$ cat src/rtl/cdnsdru_usb4_message_bus_link_eval_req_regs_v4_if.sv
// rtl/cdnsdru_usb4_message_bus_link_eval_req_regs_v4_if.sv - decoded MB register write bus
interface cdnsdru_usb4_message_bus_link_eval_req_regs_v4_if;
  logic        mb_rx_wr_valid;
  logic [11:0] mb_rx_wr_addr;
  logic [7:0]  mb_rx_wr_data;

  modport master (
    output mb_rx_wr_valid,
    output mb_rx_wr_addr,
    output mb_rx_wr_data
  );

  modport slave (
    input mb_rx_wr_valid,
    input mb_rx_wr_addr,
    input mb_rx_wr_data
  );
endinterface

$ cat src/rtl/cdnsdru_usb4_message_bus_link_eval_req_regs_v4.sv
// rtl/cdnsdru_usb4_message_bus_link_eval_req_regs_v4.sv - RX Control3 link-eval request FSM
module cdnsdru_usb4_message_bus_link_eval_req_regs_v4 #(
  parameter logic [11:0] ADDR_RX_CTRL3 = 12'h003,
  parameter logic [15:0] TIMEOUT_CYC   = 16'd4096
) (
  input  logic                                          pipe_mac2phy_clk,
  input  logic                                          pipe_mac2phy_rstn,
  input  logic                                          cdb_reset,
  input  logic                                          cdb_ctrl_reset,
  cdnsdru_usb4_message_bus_link_eval_req_regs_v4_if.slave mb,
  input  logic                                          pma_eval_done,
  input  logic [3:0]                                    pipe_rate_mac2phy_sync,
  output logic                                          rx_eq_eval,
  output logic                                          rx_eq_eval_sel,
  output logic                                          pma_eval_req,
  output logic                                          pma_eval_g67,
  output logic                                          phy_status,
  output logic                                          eval_busy,
  output logic                                          eval_timeout_err
);

  typedef enum logic [1:0] {
    IDLE     = 2'd0,
    WAIT_PMA = 2'd1,
    STATUS   = 2'd2,
    HOLD     = 2'd3
  } state_e;

  state_e      state_q, state_d;
  logic [15:0] cnt_q, cnt_d;
  logic        rx_eq_eval_q, rx_eq_eval_d;
  logic        rx_eq_eval_sel_q, rx_eq_eval_sel_d;
  logic        pma_eval_req_q, pma_eval_req_d;
  logic        pma_eval_g67_q, pma_eval_g67_d;
  logic        eval_timeout_err_q, eval_timeout_err_d;

  logic ctrl3_wr, wr_start, wr_stop, timeout_hit;
  logic unused_wr_data;

  assign ctrl3_wr       = mb.mb_rx_wr_valid && (mb.mb_rx_wr_addr == ADDR_RX_CTRL3);
  assign wr_start       = ctrl3_wr && mb.mb_rx_wr_data[0];
  assign wr_stop        = ctrl3_wr && !mb.mb_rx_wr_data[0];
  assign timeout_hit    = (cnt_q == (TIMEOUT_CYC - 16'd1));
  assign unused_wr_data = ^mb.mb_rx_wr_data[7:2];

  always_comb begin
    state_d            = state_q;
    cnt_d              = cnt_q;
    rx_eq_eval_d       = rx_eq_eval_q;
    rx_eq_eval_sel_d   = rx_eq_eval_sel_q;
    pma_eval_req_d     = pma_eval_req_q;
    pma_eval_g67_d     = pma_eval_g67_q;
    eval_timeout_err_d = eval_timeout_err_q;

    case (state_q)
      IDLE: begin
        if (wr_start) begin
          state_d            = WAIT_PMA;
          rx_eq_eval_d       = 1'b1;
          pma_eval_req_d     = 1'b1;
          rx_eq_eval_sel_d   = mb.mb_rx_wr_data[1];
          pma_eval_g67_d     = (pipe_rate_mac2phy_sync == 4'b0101);
          cnt_d              = 16'd0;
          eval_timeout_err_d = 1'b0;
        end else if (wr_stop) begin
          rx_eq_eval_d = 1'b0;
        end
      end
      WAIT_PMA: begin
        if (cnt_q != 16'hFFFF) cnt_d = cnt_q + 16'd1;
        // Abort outranks both done and timeout so no status pulse escapes.
        if (wr_stop) begin
          state_d        = IDLE;
          rx_eq_eval_d   = 1'b0;
          pma_eval_req_d = 1'b0;
        end else if (pma_eval_done) begin
          state_d        = STATUS;
          pma_eval_req_d = 1'b0;
        end else if (timeout_hit) begin
          state_d            = STATUS;
          pma_eval_req_d     = 1'b0;
          eval_timeout_err_d = 1'b1;
        end
      end
      STATUS: state_d = HOLD;
      HOLD: begin
        if (wr_stop) begin
          state_d      = IDLE;
          rx_eq_eval_d = 1'b0;
        end
      end
      default: state_d = IDLE;
    endcase

    if (cdb_reset || cdb_ctrl_reset) begin
      state_d            = IDLE;
      cnt_d              = 16'd0;
      rx_eq_eval_d       = 1'b0;
      rx_eq_eval_sel_d   = 1'b0;
      pma_eval_req_d     = 1'b0;
      pma_eval_g67_d     = 1'b0;
      eval_timeout_err_d = 1'b0;
    end
  end

  always_ff @(posedge pipe_mac2phy_clk or negedge pipe_mac2phy_rstn) begin
    if (!pipe_mac2phy_rstn) begin
      state_q            <= IDLE;
      cnt_q              <= 16'd0;
      rx_eq_eval_q       <= 1'b0;
      rx_eq_eval_sel_q   <= 1'b0;
      pma_eval_req_q     <= 1'b0;
      pma_eval_g67_q     <= 1'b0;
      eval_timeout_err_q <= 1'b0;
    end else begin
      state_q            <= state_d;
      cnt_q              <= cnt_d;
      rx_eq_eval_q       <= rx_eq_eval_d;
      rx_eq_eval_sel_q   <= rx_eq_eval_sel_d;
      pma_eval_req_q     <= pma_eval_req_d;
      pma_eval_g67_q     <= pma_eval_g67_d;
      eval_timeout_err_q <= eval_timeout_err_d;
    end
  end

  assign rx_eq_eval       = rx_eq_eval_q;
  assign rx_eq_eval_sel   = rx_eq_eval_sel_q;
  assign pma_eval_req     = pma_eval_req_q;
  assign pma_eval_g67     = pma_eval_g67_q;
  assign phy_status       = (state_q == STATUS);
  assign eval_busy        = (state_q != IDLE);
  assign eval_timeout_err = eval_timeout_err_q;

endmodule

$ cat src/flat_wrapper.sv
// flat-port wrapper written by rule: the top's interface ports become plain ports
module cdnsdru_usb4_message_bus_link_eval_req_regs_v4_flat 
#(
  parameter logic [11:0] ADDR_RX_CTRL3 = 12'h003,
  parameter logic [15:0] TIMEOUT_CYC   = 16'd4096
)
  (pipe_mac2phy_clk, pipe_mac2phy_rstn, cdb_reset, cdb_ctrl_reset, pma_eval_done, pipe_rate_mac2phy_sync, rx_eq_eval, rx_eq_eval_sel, pma_eval_req, pma_eval_g67, phy_status, eval_busy, eval_timeout_err, mb_mb_rx_wr_valid, mb_mb_rx_wr_addr, mb_mb_rx_wr_data);
  cdnsdru_usb4_message_bus_link_eval_req_regs_v4_if mb_i ();
  input  logic pipe_mac2phy_clk;
  input  logic pipe_mac2phy_rstn;
  input  logic cdb_reset;
  input  logic cdb_ctrl_reset;
  input  logic pma_eval_done;
  input  logic [3:0] pipe_rate_mac2phy_sync;
  output logic rx_eq_eval;
  output logic rx_eq_eval_sel;
  output logic pma_eval_req;
  output logic pma_eval_g67;
  output logic phy_status;
  output logic eval_busy;
  output logic eval_timeout_err;
  input wire logic [$bits(mb_i.mb_rx_wr_valid)-1:0] mb_mb_rx_wr_valid;
  input wire logic [$bits(mb_i.mb_rx_wr_addr)-1:0] mb_mb_rx_wr_addr;
  input wire logic [$bits(mb_i.mb_rx_wr_data)-1:0] mb_mb_rx_wr_data;
  assign mb_i.mb_rx_wr_valid = mb_mb_rx_wr_valid;
  assign mb_i.mb_rx_wr_addr = mb_mb_rx_wr_addr;
  assign mb_i.mb_rx_wr_data = mb_mb_rx_wr_data;
  cdnsdru_usb4_message_bus_link_eval_req_regs_v4 #(.ADDR_RX_CTRL3(ADDR_RX_CTRL3), .TIMEOUT_CYC(TIMEOUT_CYC)) u_core (.pipe_mac2phy_clk(pipe_mac2phy_clk), .pipe_mac2phy_rstn(pipe_mac2phy_rstn), .cdb_reset(cdb_reset), .cdb_ctrl_reset(cdb_ctrl_reset), .mb(mb_i), .pma_eval_done(pma_eval_done), .pipe_rate_mac2phy_sync(pipe_rate_mac2phy_sync), .rx_eq_eval(rx_eq_eval), .rx_eq_eval_sel(rx_eq_eval_sel), .pma_eval_req(pma_eval_req), .pma_eval_g67(pma_eval_g67), .phy_status(phy_status), .eval_busy(eval_busy), .eval_timeout_err(eval_timeout_err));
endmodule
$ cat config.mk
export PLATFORM = sky130hd
export DESIGN_NAME = cdnsdru_usb4_message_bus_link_eval_req_regs_v4_flat
export DESIGN_NICKNAME = d
export VERILOG_FILES = /design/src/rtl/cdnsdru_usb4_message_bus_link_eval_req_regs_v4_if.sv /design/src/rtl/cdnsdru_usb4_message_bus_link_eval_req_regs_v4.sv /design/src/flat_wrapper.sv
export SDC_FILE = /design/constraint.sdc
export NUM_CORES = 1
export LEC_CHECK = 0
export CELL_PAD_IN_SITES_DETAIL_PLACEMENT = 0
export CELL_PAD_IN_SITES_GLOBAL_PLACEMENT = 1
export CORE_ASPECT_RATIO = 1.2
export CORE_MARGIN = 5
export CORE_UTILIZATION = 38
export CTS_BUF_LIST = sky130_fd_sc_hd__clkbuf_8
export CTS_CLUSTER_DIAMETER = 150
export DETAILED_ROUTE_END_ITERATION = 16
export GPL_TIMING_DRIVEN = 0
export PLACE_DENSITY_LB_ADDON = 0.1
export RECOVER_POWER = 25
export SYNTH_ARGS = -nofsm -noshare
export SYNTH_HDL_FRONTEND = slang
export SYNTH_SLANG_ARGS = --single-unit
$ cat constraint.sdc
create_clock -name pipe_mac2phy_clk -period 2.1 [get_ports pipe_mac2phy_clk]
set_input_delay 0.21 -clock pipe_mac2phy_clk [delete_from_list [all_inputs] [get_ports pipe_mac2phy_clk]]
set_output_delay 0.21 -clock pipe_mac2phy_clk [all_outputs]
set_load 0.01 [all_outputs]
==> run metrics <==
run status finished, final reports clean; end of the worst register-to-register path u_core.cnt_q[8]$_DFFE_PN0P_; total cell area at the placement stage roughly 1800 µm²; total setup violations reported at the end of the flow 0; transition time at the pin with the least slew margin 1.032 ns; mean post-synth cell area 9.050 µm²; CP startpoint kind flip-flop; worst reg2reg startpoint u_core.cnt_q[0]$_DFFE_PN0P_; count of pins on the block boundary 37; unrepaired setup endpoints after global routing no; Post-Synth Simple-Gate Area a little under a third; Routed Antenna Nets 0; Cell Pwr Density ~420 nW/µm²; number of cells traversed by the worst register-to-register path 8; final slew viol count 0; clock network latency to the later pin of the worst-skew pair 0.26 ns; starting utilization of the core area ~40%; Post-layout nets 230; end point of the most critical hold path u_core.pma_eval_req$_DFFE_PN0P_; antenna cell count 0; Via-to-Cell Ratio 5.684; level count of the clock H-tree 1; time the final worst path needs with I/O delays and setup 1.989 ns; Main synth FF type sky130_fd_sc_hd__dfrtp_1; R2R setup slack between 0.1 and 0.15 ns; Clk network pwr share 34.8%; Via Count 1,421; Cell Rows 24; post-DR wirelength/cell 15.68 µm; initial antenna violation count 0; most frequent standard cell in the layout excluding fill and tap cells sky130_fd_sc_hd__clkdlybuf4s50_1; highest fanout seen on the critical path 10; element type at the critical path end flip-flop; die footprint 5233 µm²; count of unique library cells instantiated by Yosys 50; adder-cell area share of the yosys netlist less than 1%; flop and latch count out of synthesis 23; leading cell types in the layout, fill and taps excluded sky130_fd_sc_hd__clkdlybuf4s50_1, sky130_fd_sc_hd__dfrtp_1, sky130_fd_sc_hd__nor2_1, sky130_fd_sc_hd__o21ai_1, sky130_fd_sc_hd__nand4_1; maximum clock skew at final layout 0.004269 ns; Gate Count Post-Synth 163; Max IR drop VDD between 0.2 and 0.25 mV; synthesized cell area around 1500 µm²; maximum root-to-sink buffer count 2; Tcrit/Tclk final 94.73%; first-pass GRT wire length 6.499 mm; GP Congestion 0.8692; drt first pass iters 4; switching portion of total power 21.84%; Max Fclk 0.5027 GHz; combinational fraction of design power 9.4%; die height roughly 80 µm; sequential fraction of the synthesis area 39.02%; worst setup path category reg -> reg; total of warnings raised by yosys 0; path category of the worst min-delay check reg -> reg; portion of total power attributed to sequential cells a little under three fifths; internal power of the cells 620.3 µW; number of nets in the synthesized netlist 194; Final Hold Fails 0; relative slew slack 30.99%; number of buffers added by the clock tree synthesis step 3; die extent in x about 67 µm; slack of the critical path 0.1107 ns; number of cells on the worst hold path 1; leakage power 0.7738 nW; global routing usage summed across all routing layers 15.62%; clock tree from TritonCTS done; required time of the critical path 2.30 ns; Data arrival, critical path 2.19 ns; fraction of final layout cells sized beyond drive strength 1 approximately an eighth; post-route standard cell area excluding fillers 1903 µm²; power consumption 793.6 µW; Port Buffers 30; Layout Utilization about 52%; combinational family with the most area after synthesis simple AND/OR/NAND/NOR gates; proportion of synthesized area in mux cells under 10%; DRC errors left 0; multi-input combinational cell area 824.5 µm²; worst setup timing slack at the placement stage -0.2164 ns; number of enable flip-flop cells after synthesis 0; total clock sinks 23; MaxCap Viol Count 0; pin count of the biggest net entering global routing 24; area taken by flip-flops and latches between 500 and 600 µm²; number of global-route vias before repair 1,436; Area growth, synth to finish 29.01%; post-synthesis xor/xnor area fraction 1.187%; GRT Residual Overflow 0; clock transition at the register clock pins on the worst setup and hold paths after CTS approximately 0.090 ns; share of the synthesized area in compound gates (AO/OA/AOI/OAI) 18.74%; DPL Wire Length 2.923 mm; fraction of registers with async set/reset 100.0%; launch point of the worst hold path u_core.pma_eval_req$_DFFE_PN0P_; final routed wirelength across all metal layers between 3 and 4 mm; origin of the worst setup path u_core.cnt_q[0]$_DFFE_PN0P_; number of fill cells in the layout 362; initial detailed-routing violation count 85; CTS Root Cell sky130_fd_sc_hd__clkbuf_8; Placeable Area 3694 µm²; net switching power of the design 173.3 µW
[cell usage after synthesis (2+ instances only)]
cell | instances | share of area [%]
sky130_fd_sc_hd__xnor2_1 | 2 | 1.2
sky130_fd_sc_hd__buf_2 | 2 | 0.68
sky130_fd_sc_hd__or4_4 | 2 | 1.5
sky130_fd_sc_hd__buf_6 | 4 | 3.1
sky130_fd_sc_hd__nand2_1 | 10 | 2.5
sky130_fd_sc_hd__a21oi_1 | 10 | 3.4
sky130_fd_sc_hd__dfrtp_1 | 23 | 39
sky130_fd_sc_hd__and4_1 | 4 | 2.4
sky130_fd_sc_hd__nand4_1 | 12 | 5.1
sky130_fd_sc_hd__a31oi_1 | 2 | 0.85
sky130_fd_sc_hd__nand3_1 | 10 | 3.4
sky130_fd_sc_hd__and3_1 | 2 | 0.85
sky130_fd_sc_hd__clkbuf_1 | 6 | 1.5
sky130_fd_sc_hd__nor2b_1 | 2 | 0.85
sky130_fd_sc_hd__nor4_1 | 2 | 0.85
sky130_fd_sc_hd__a32oi_1 | 2 | 1.2
sky130_fd_sc_hd__nor2_1 | 18 | 4.6
sky130_fd_sc_hd__o31ai_1 | 2 | 1.0
sky130_fd_sc_hd__or2_2 | 2 | 0.85
sky130_fd_sc_hd__mux2i_1 | 4 | 2.7
sky130_fd_sc_hd__o21ai_1 | 13 | 4.4
[cell type report]
cell class              instances  area share (%)
clock inverters                 1          0.2630
flip-flops and latches         23           30.31
plain buffers                  12           4.142
inverters                       1          0.1972
well taps                      52           3.419
repair buffers                 31           16.17
multi-input cells             127           43.33
clock buffers                   3           2.170
[worst max path at each step]
| stage | to | slack (ns) | cells after the start |
|---|---|---|---|
| after floorplan | u_core.cnt_q[8]$_DFFE_PN0P_ | 0.30 | 8 |
| after global placement | u_core.cnt_q[13]$_DFFE_PN0P_ | -0.19 | 7 |
| after detailed placement | u_core.cnt_q[1]$_DFFE_PN0P_ | -0.22 | 7 |
| after CTS | u_core.cnt_q[1]$_DFFE_PN0P_ | 0.06 | 7 |
| after global routing | u_core.cnt_q[8]$_DFFE_PN0P_ | 0.002 | 8 |
| final | u_core.cnt_q[8]$_DFFE_PN0P_ | 0.11 | 8 |
[flip-flops by register name (all words and copies together) (netlist names)]
name                     count
u_core.cnt_q                16
u_core.state_q               2
u_core.eval_timeout_err      1
u_core.pma_eval_g67          1
u_core.pma_eval_req          1
u_core.rx_eq_eval            1
u_core.rx_eq_eval_sel        1
[critical path: stages (launching register included)]
cell and delay, ns:
sky130_fd_sc_hd__dfrtp_1 0.41, sky130_fd_sc_hd__ha_1 0.24, sky130_fd_sc_hd__nand4_1 0.12, sky130_fd_sc_hd__or4_4 0.51
sky130_fd_sc_hd__buf_6 0.16, sky130_fd_sc_hd__buf_6 0.14, sky130_fd_sc_hd__nand4_1 0.09, sky130_fd_sc_hd__nand3_1 0.11
sky130_fd_sc_hd__a21oi_2 0.14
[stage by stage]
stage	std cells	hold slack (ns)	TNS [ns]
after CTS	249	0.4986	0
after global placement	245	0.4650	-2.801
final	250	0.4931	0
after floorplan	163	-0.08559	0
after global routing	250	0.5340	0
after detailed placement	245	0.4724	-3.524
[layer usage]
layer	vias to the layer above	global-route usage (%)	part of all wire, %
met4	0	4.462	1.4
li1	692	-	-
met1	695	19.43	44
met3	8	2.571	3.0
met5	-	0	0
met2	26	27.38	52
[cells by family (layout without fill, tap and decap cells)]
group | Yosys count | count (layout)
multiplexers | 5 | 5
adder cells (fa/ha/maj) | 1 | 1
AO/OA/AOI/OAI | 43 | 43
flip-flops | 23 | 23
AND/OR/NAND/NOR | 76 | 76
XOR/XNOR | 2 | 2
buffers and inverters | 13 | 48
[power groups by stage]
stage	Clock, mW	Sequential, mW	Combinational, mW
after floorplan	0	0.451	0.0192
after global placement	0	0.451	0.0751
after detailed placement	0	0.451	0.0765
after CTS	0.290	0.442	0.0766
after global routing	0.304	0.443	0.0811
final	0.276	0.442	0.0747
[timing repair]
| item | CTS | global route |
|---|---|---|
| hold buffers | 0 | 0 |
| gates resized for setup | 1 | 3 |
| setup endpoints to repair | 1 | 4 |
| setup buffers | 0 | 1 |
| pin swaps | 0 | 1 |
(Power assumes the default switching activity.)
